### src/rtl/digit_serial_adder.sv
// digit_serial_adder: WIDTH-bit add/subtract computed DIGIT bits per cycle through a registered carry
module digit_serial_adder #(
  parameter int WIDTH = 16,
  parameter int DIGIT = 4
) (
  input  logic             clk,
  input  logic             rst,
  input  logic             in_valid,
  output logic             in_ready,
  input  logic [WIDTH-1:0] a,
  input  logic [WIDTH-1:0] b,
  input  logic             c_in,
  input  logic             sub,
  output logic             out_valid,
  input  logic             out_ready,
  output logic [WIDTH-1:0] sum,
  output logic             c_out,
  output logic             overflow
);
  localparam int NDIG = WIDTH / DIGIT;
  localparam int CW = NDIG > 1 ? $clog2(NDIG) : 1;
  if (WIDTH < 1 || DIGIT < 1 || DIGIT > WIDTH || WIDTH % DIGIT != 0) begin : g_bad
    $error("digit_serial_adder: WIDTH must be a positive multiple of DIGIT");
  end
  typedef enum logic [1:0] {IDLE, RUN, DONE} state_t;
  state_t state_q, state_d;
  logic [CW-1:0] cnt_q, cnt_d;
  logic [WIDTH-1:0] a_q, a_d, b_q, b_d, sum_q, sum_d;
  logic carry_q, carry_d, c_out_q, c_out_d, ovf_q, ovf_d;
  logic [DIGIT-1:0] ad, bd, dsum;
  logic dcarry, last;
  always_comb begin
    ad = a_q[cnt_q*DIGIT +: DIGIT];
    bd = b_q[cnt_q*DIGIT +: DIGIT];
    {dcarry, dsum} = {1'b0, ad} + {1'b0, bd} + {{DIGIT{1'b0}}, carry_q};
    last = cnt_q == CW'(NDIG - 1);
    state_d = state_q;
    cnt_d = cnt_q;
    a_d = a_q;
    b_d = b_q;
    sum_d = sum_q;
    carry_d = carry_q;
    c_out_d = c_out_q;
    ovf_d = ovf_q;
    if (state_q == IDLE && in_valid) begin
      state_d = RUN;
      cnt_d = '0;
      a_d = a;
      b_d = b ^ {WIDTH{sub}};
      carry_d = sub | c_in;
    end else if (state_q == RUN) begin
      sum_d[cnt_q*DIGIT +: DIGIT] = dsum;
      carry_d = dcarry;
      cnt_d = cnt_q + 1'b1;
      if (last) begin
        state_d = DONE;
        c_out_d = dcarry;
        // carry into the MSB recovered from the MSB's own sum bit
        ovf_d = dcarry ^ ad[DIGIT-1] ^ bd[DIGIT-1] ^ dsum[DIGIT-1];
      end
    end else if (state_q == DONE && out_ready) begin
      state_d = IDLE;
    end
  end
  always_ff @(posedge clk) begin
    if (rst) begin
      state_q <= IDLE;
      cnt_q <= '0;
      a_q <= '0;
      b_q <= '0;
      sum_q <= '0;
      carry_q <= 1'b0;
      c_out_q <= 1'b0;
      ovf_q <= 1'b0;
    end else begin
      state_q <= state_d;
      cnt_q <= cnt_d;
      a_q <= a_d;
      b_q <= b_d;
      sum_q <= sum_d;
      carry_q <= carry_d;
      c_out_q <= c_out_d;
      ovf_q <= ovf_d;
    end
  end
  assign in_ready = state_q == IDLE && !rst;
  assign out_valid = state_q == DONE;
  assign sum = sum_q;
  assign c_out = c_out_q;
  assign overflow = ovf_q;
endmodule

### config.mk
export PLATFORM = sky130hd
export DESIGN_NAME = digit_serial_adder
export DESIGN_NICKNAME = d
export VERILOG_FILES = /design/src/rtl/digit_serial_adder.sv
export SDC_FILE = /design/constraint.sdc
export NUM_CORES = 1
export LEC_CHECK = 0
export CAP_MARGIN = 20
export CORE_ASPECT_RATIO = 0.5
export CORE_MARGIN = 5
export CORE_UTILIZATION = 42
export DETAILED_ROUTE_END_ITERATION = 12
export GPL_TIMING_DRIVEN = 0
export PLACE_DENSITY = 0.68
export SLEW_MARGIN = 15
export SYNTH_ARGS = -nofsm -noshare
export SYNTH_HDL_FRONTEND = slang
export SYNTH_SLANG_ARGS = --single-unit
export TNS_END_PERCENT = 50
### constraint.sdc
create_clock -name clk -period 4.8 [get_ports clk]
set_clock_uncertainty 0.05 [all_clocks]
set_input_delay 0.96 -clock clk [delete_from_list [all_inputs] [get_ports clk]]
set_output_delay 0.96 -clock clk [all_outputs]
set_load 0.02 [all_outputs]
* Yosys cells after proc, flatten, opt, wreduce, memory -nomap -nowiden
Index checks and enable logic that the tools add are counted.
** Storage, ports and cells
- Register bits after elaboration :: 55
- Latch bits :: 0
- RAM bits :: 0
- Bits in read-only memories :: 0
- Bits of input ports :: 38
- Output and inout bits :: 20
- Logic and storage cells :: 48
- Memories :: 0
** Cells by class
- Add/sub/neg operators :: 4
- Multipliers :: 0
- Div/mod/pow operators :: 0
- Order comparisons :: 0
- Equality and inequality tests :: 5
- Shift operators :: 4
- Mux-type cells :: 7
- Bitwise logic cells :: 6
- Reductions and logical operators :: 13
** Operator list (number)
- 4-bit negation with 34-bit output :: 1
- 4-bit by 34-bit variable shift with 16-bit output, first input constant :: 1
- 4-bit by 34-bit variable part select with 16-bit output :: 1
- 16-bit by 5-bit variable part select with 4-bit output :: 2
- 16-bit bitwise mux :: 1
- 16-bit XOR :: 1
- 2-bit two-way mux :: 3
- 2-bit AND reduction :: 3
- 4-bit by 4-bit adder with 5-bit output :: 1
- 5-bit by 1-bit adder with 5-bit output :: 1
- 2-bit equality test, second input constant :: 2
- 2-bit nonzero test :: 2
- 1-bit logical AND :: 3
- 1-bit two-way mux :: 3
- 3-bit != test, second input constant :: 1
- 3-bit AND reduction :: 1
- 3-bit nonzero test :: 1
- 1-bit XOR :: 3
- 2-bit by 1-bit adder with 2-bit output, second input constant :: 1
- 2-bit by 1-bit equality test with 1-bit output, second input constant :: 1
- 2-bit zero test :: 1
- 2-bit != test, second input constant :: 1
- 2-bit OR reduction :: 1
- 1-bit zero test :: 1
- other kinds (2) :: 2

* Depth between registers and ports, before layout
- Depth after elaboration :: 6
- Mapped depth :: 9
- Mapped depth without buffers :: 8

* Worst setup path before layout
OpenSTA, ideal clock, no wires.
- Path type :: register -> register
- From :: register cnt_q[0]
- To :: register ovf_q (netlist: overflow)
- Setup time :: 0.079 ns
- Data arrival time :: 3.100 ns
- Data required time :: 4.671 ns
- Slack :: 1.571 ns
- Cell stages (with the launch flop) :: 10
- Path buffers :: 1
- Clock period less this slack :: 3.229 ns
- Cells stage by stage :: dfxtp_1 -> buf_2 -> mux4_2 -> fa_1 -> fa_1 -> a21o_1 -> a21oi_1 -> xnor3_1 -> xnor2_1 -> a211oi_2
** On the way
- Longest elaborated chain between the ends :: 6
- Elaborated cells between the ends (all ways) :: 9
- Classes of those cells :: add/sub (2); eq/ne (1); shift (2); bitwise (3); reduce/logical (1)
** RTL lines
- start, declared :: line 27 : logic [CW-1:0] cnt_q, cnt_d;
- start signal, assigned :: line 77 : cnt_q <= cnt_d;
- 16-bit by 5-bit variable part select with 4-bit output (on tied branches) :: line 33, 34
- 4-bit by 4-bit adder with 5-bit output :: line 35 : {dcarry, dsum} = {1'b0, ad} + {1'b0, bd} + {{DIGIT{1'b0}}, carry_q};
- 5-bit by 1-bit adder with 5-bit output :: line 35
- 1-bit XOR (3 in a row) :: line 59 : ovf_d = dcarry ^ ad[DIGIT-1] ^ bd[DIGIT-1] ^ dsum[DIGIT-1];
- end signal, assigned :: line 83 : ovf_q <= ovf_d;
- end, declared :: line 29 : logic carry_q, carry_d, c_out_q, c_out_d, ovf_q, ovf_d;
Parallel ways exist; a longest one is shown, timed or not.
A chain may end at the register's enable or synchronous reset.

* Worst setup path in the final report
Ends and elaborated chain as after synthesis.

==> impl_metrics.env <==
export IMPL_synth_area_per_cell_um2=9.31
export IMPL_arrival_ps=3800
export IMPL_cts_resized_gates=0
export IMPL_dp_cells=396
export IMPL_final_layout_size_suffix_gt1_share_pct=6.34
export IMPL_grt_start_max_net_pins=17
export IMPL_hold_violations=0
export IMPL_cts_tree="yes"
export IMPL_syn_nets=317
export IMPL_max_freq_mhz=275
export IMPL_worstSkewPairLatency_ps=290
export IMPL_first_pass_iters=4
export IMPL_cp_max_fo=10
export IMPL_fp_coreArea_um2=5610
export IMPL_min_period_over_period_pct=75.7
export IMPL_hold_path_end="a_q[8]"
export IMPL_drtIter0Drc=153
export IMPL_vias_per_cell=5.18
export IMPL_r2r_end="overflow"
export IMPL_post_cts_setup_buffers=0
export IMPL_critical_path_class="register to register"
export IMPL_cp_start_kind="register"
export IMPL_port_buffers=55
export IMPL_final_cell_mix="dfxtp_1, clkdlybuf4s50_1, nand2_1"
export IMPL_worst_slew_pin_slew_ps=726
export IMPL_hold_depth=2
export IMPL_die_area_um2=7680
export IMPL_postPlaceCellArea_um2=3140
export IMPL_rr_worst_depth=9
export IMPL_cts_inserted_buffers=5
export IMPL_cts_path_max_buffers=2
export IMPL_r2r_slack_ps=1170
export IMPL_root_buffer="clkbuf_16"
export IMPL_syn_area_um2=2490
export IMPL_synth_cells=268
export IMPL_setup_tns_ps=0
export IMPL_grt_pass1_wl_um=10100
export IMPL_ant_nets=0
export IMPL_antenna_found_initial=0
export IMPL_final_nets=379
export IMPL_irDropWorstVdd_mv=0.167
export IMPL_drv_cap=0
export IMPL_postRouteWirelength_um=6020
export IMPL_status="finished, final reports clean"
export IMPL_post_route_drc_count=0
export IMPL_grt_setup_unrepaired="false"
export IMPL_die_h_um=64.5
export IMPL_gp_congestion=0.785
export IMPL_ys_warn_count=0
export IMPL_dp_final_hpwl_um=4630
export IMPL_start_util_pct=44.5
export IMPL_htree_levels=2
export IMPL_fin_crit_ps=3630
export IMPL_track_usage_pct=16.1
export IMPL_grt_overflow=0
export IMPL_route_detailed_wl_per_inst_um=14.9
export IMPL_io_pins=58
export IMPL_crit_path_end_kind="register"
export IMPL_layout_cells_non_filler=404
export IMPL_first_global_vias=2133
export IMPL_drv_slew=0
export IMPL_die_x_um=119
export IMPL_synth_cell_types=27
export IMPL_vias=2094
export IMPL_critPathRequiredTime_ps=4970
export IMPL_clk_pin_slew_ps=70
export IMPL_setup_viol=0
export IMPL_power_density_nw_per_um2=336
export IMPL_finalInstanceArea_um2=3310
export IMPL_hold_path_class="register to register"
export IMPL_rows=19
export IMPL_clkSinkCount=55
export IMPL_ys_seq_area_share_pct=44.1
export IMPL_area_growth_pct=32.7
export IMPL_ctsHoldBuffers=0
export IMPL_holdCritStartpoint="a_q[8]"
export IMPL_antennaDiodeCount=0
export IMPL_ys_ff_latch=55
export IMPL_leakage_nw=1.20
export IMPL_reg2reg_from="cnt_q[0]"
export IMPL_slew_headroom_pct=50.9
Yosys cell counts:
| library cell | instances | area, um2 |
|---|---|---|
| a211oi_1 | 17 | 128 |
| a211oi_2 | 1 | 12.5 |
| a21o_1 | 2 | 15.0 |
| a21oi_1 | 21 | 105 |
| a22oi_1 | 16 | 120 |
| a31oi_1 | 1 | 6.26 |
| and2_1 | 2 | 12.5 |
| buf_1 | 1 | 3.75 |
| buf_2 | 4 | 20.0 |
| clkbuf_1 | 13 | 48.8 |
| dfxtp_1 | 55 | 1100 |
| fa_1 | 2 | 40.0 |
| ha_1 | 9 | 113 |
| inv_1 | 2 | 7.51 |
| mux4_2 | 8 | 180 |
| nand2_1 | 40 | 150 |
| nand2b_1 | 2 | 12.5 |
| nand3b_1 | 1 | 7.51 |
| nor2_1 | 39 | 146 |
| nor2b_1 | 2 | 12.5 |
| nor3_1 | 3 | 15.0 |
| nor3b_1 | 1 | 7.51 |
| nor4b_1 | 2 | 17.5 |
| o21ai_0 | 3 | 15.0 |
| xnor2_1 | 19 | 166 |
| xnor3_1 | 1 | 22.5 |
| xor2_1 | 1 | 8.76 |
layout make-up:
| type | count | area (um2) |
|---|---|---|
| Sequential cell | 55 | 1100 |
| Clock buffer | 6 | 139 |
| Timing Repair Buffer | 55 | 551 |
| Fill cell | 497 | 2300 |
| Multi-Input combinational cell | 193 | 1310 |
| Buffer | 18 | 72.6 |
| Tap cell | 73 | 91.3 |
| Clock inverter | 2 | 35.0 |
| Inverter | 2 | 7.51 |
per-layer routing:
metal  vias to the layer above  global-route usage (%)  part of all wire [%]
met5                         -                       0                     0
met4                         0                    4.91                  0.80
met3                         5                    4.08                   4.2
met2                        43                    26.8                    47
met1                       995                    21.0                    48
li1                       1051                       -                     -
report_power, final:
group | total (mW) | switching (mW) | internal [mW]
clock network | 0.422 | 0.163 | 0.260
registers | 0.498 | 0.0162 | 0.482
logic | 0.191 | 0.0987 | 0.0924
total | 1.11 | 0.277 | 0.834
worst max-delay path: stages (launching register included):
cell and delay (ps):
dfxtp_1 550, buf_2 400, mux4_2 590, fa_1 460, fa_1 420, a21o_1 190
a21oi_1 250, xnor3_1 280, xnor2_1 150, a211oi_2 220
state kept, by name (all words and copies together), names as in the netlist:
name      count
a_q          16
b_q          16
sum          16
cnt_q         2
state_q       2
c_out         1
carry_q       1
overflow      1
worst max path at each step:
stage	startpoint	to	depth (start not counted)
2_1_floorplan	cnt_q[0]	overflow	9
3_3_place_gp	cnt_q[0]	overflow	9
3_5_place_dp	cnt_q[0]	overflow	9
4_1_cts	cnt_q[0]	overflow	9
5_1_grt	cnt_q[0]	overflow	9
6_report	cnt_q[0]	overflow	9
through the flow:
stage                     total power, mW  utilization, %  worst slack (ps)  hold WS, ps
final                                1.11            59.0              1170          404
after global routing                 1.16            59.0               977          425
after CTS                            1.11            59.0              1160          404
after detailed placement            0.699            55.9              1210          395
after global placement              0.692            55.9              1190          392
after floorplan                     0.624               -              1570          383
logic make-up (layout without fill, tap and decap cells):
group                    Yosys count  after routing  synth area share [%]
flip-flops                        55             55                  44.1
AO/OA/AOI/OAI                     61             61                  16.1
AND/OR/NAND/NOR                   92             92                  15.3
XOR/XNOR                          21             21                  7.92
adder cells (fa/ha/maj)           11             11                  6.12
buffers and inverters             20             83                  3.21
multiplexers                       8              8                  7.22
Power figures use the tool's default switching activity.
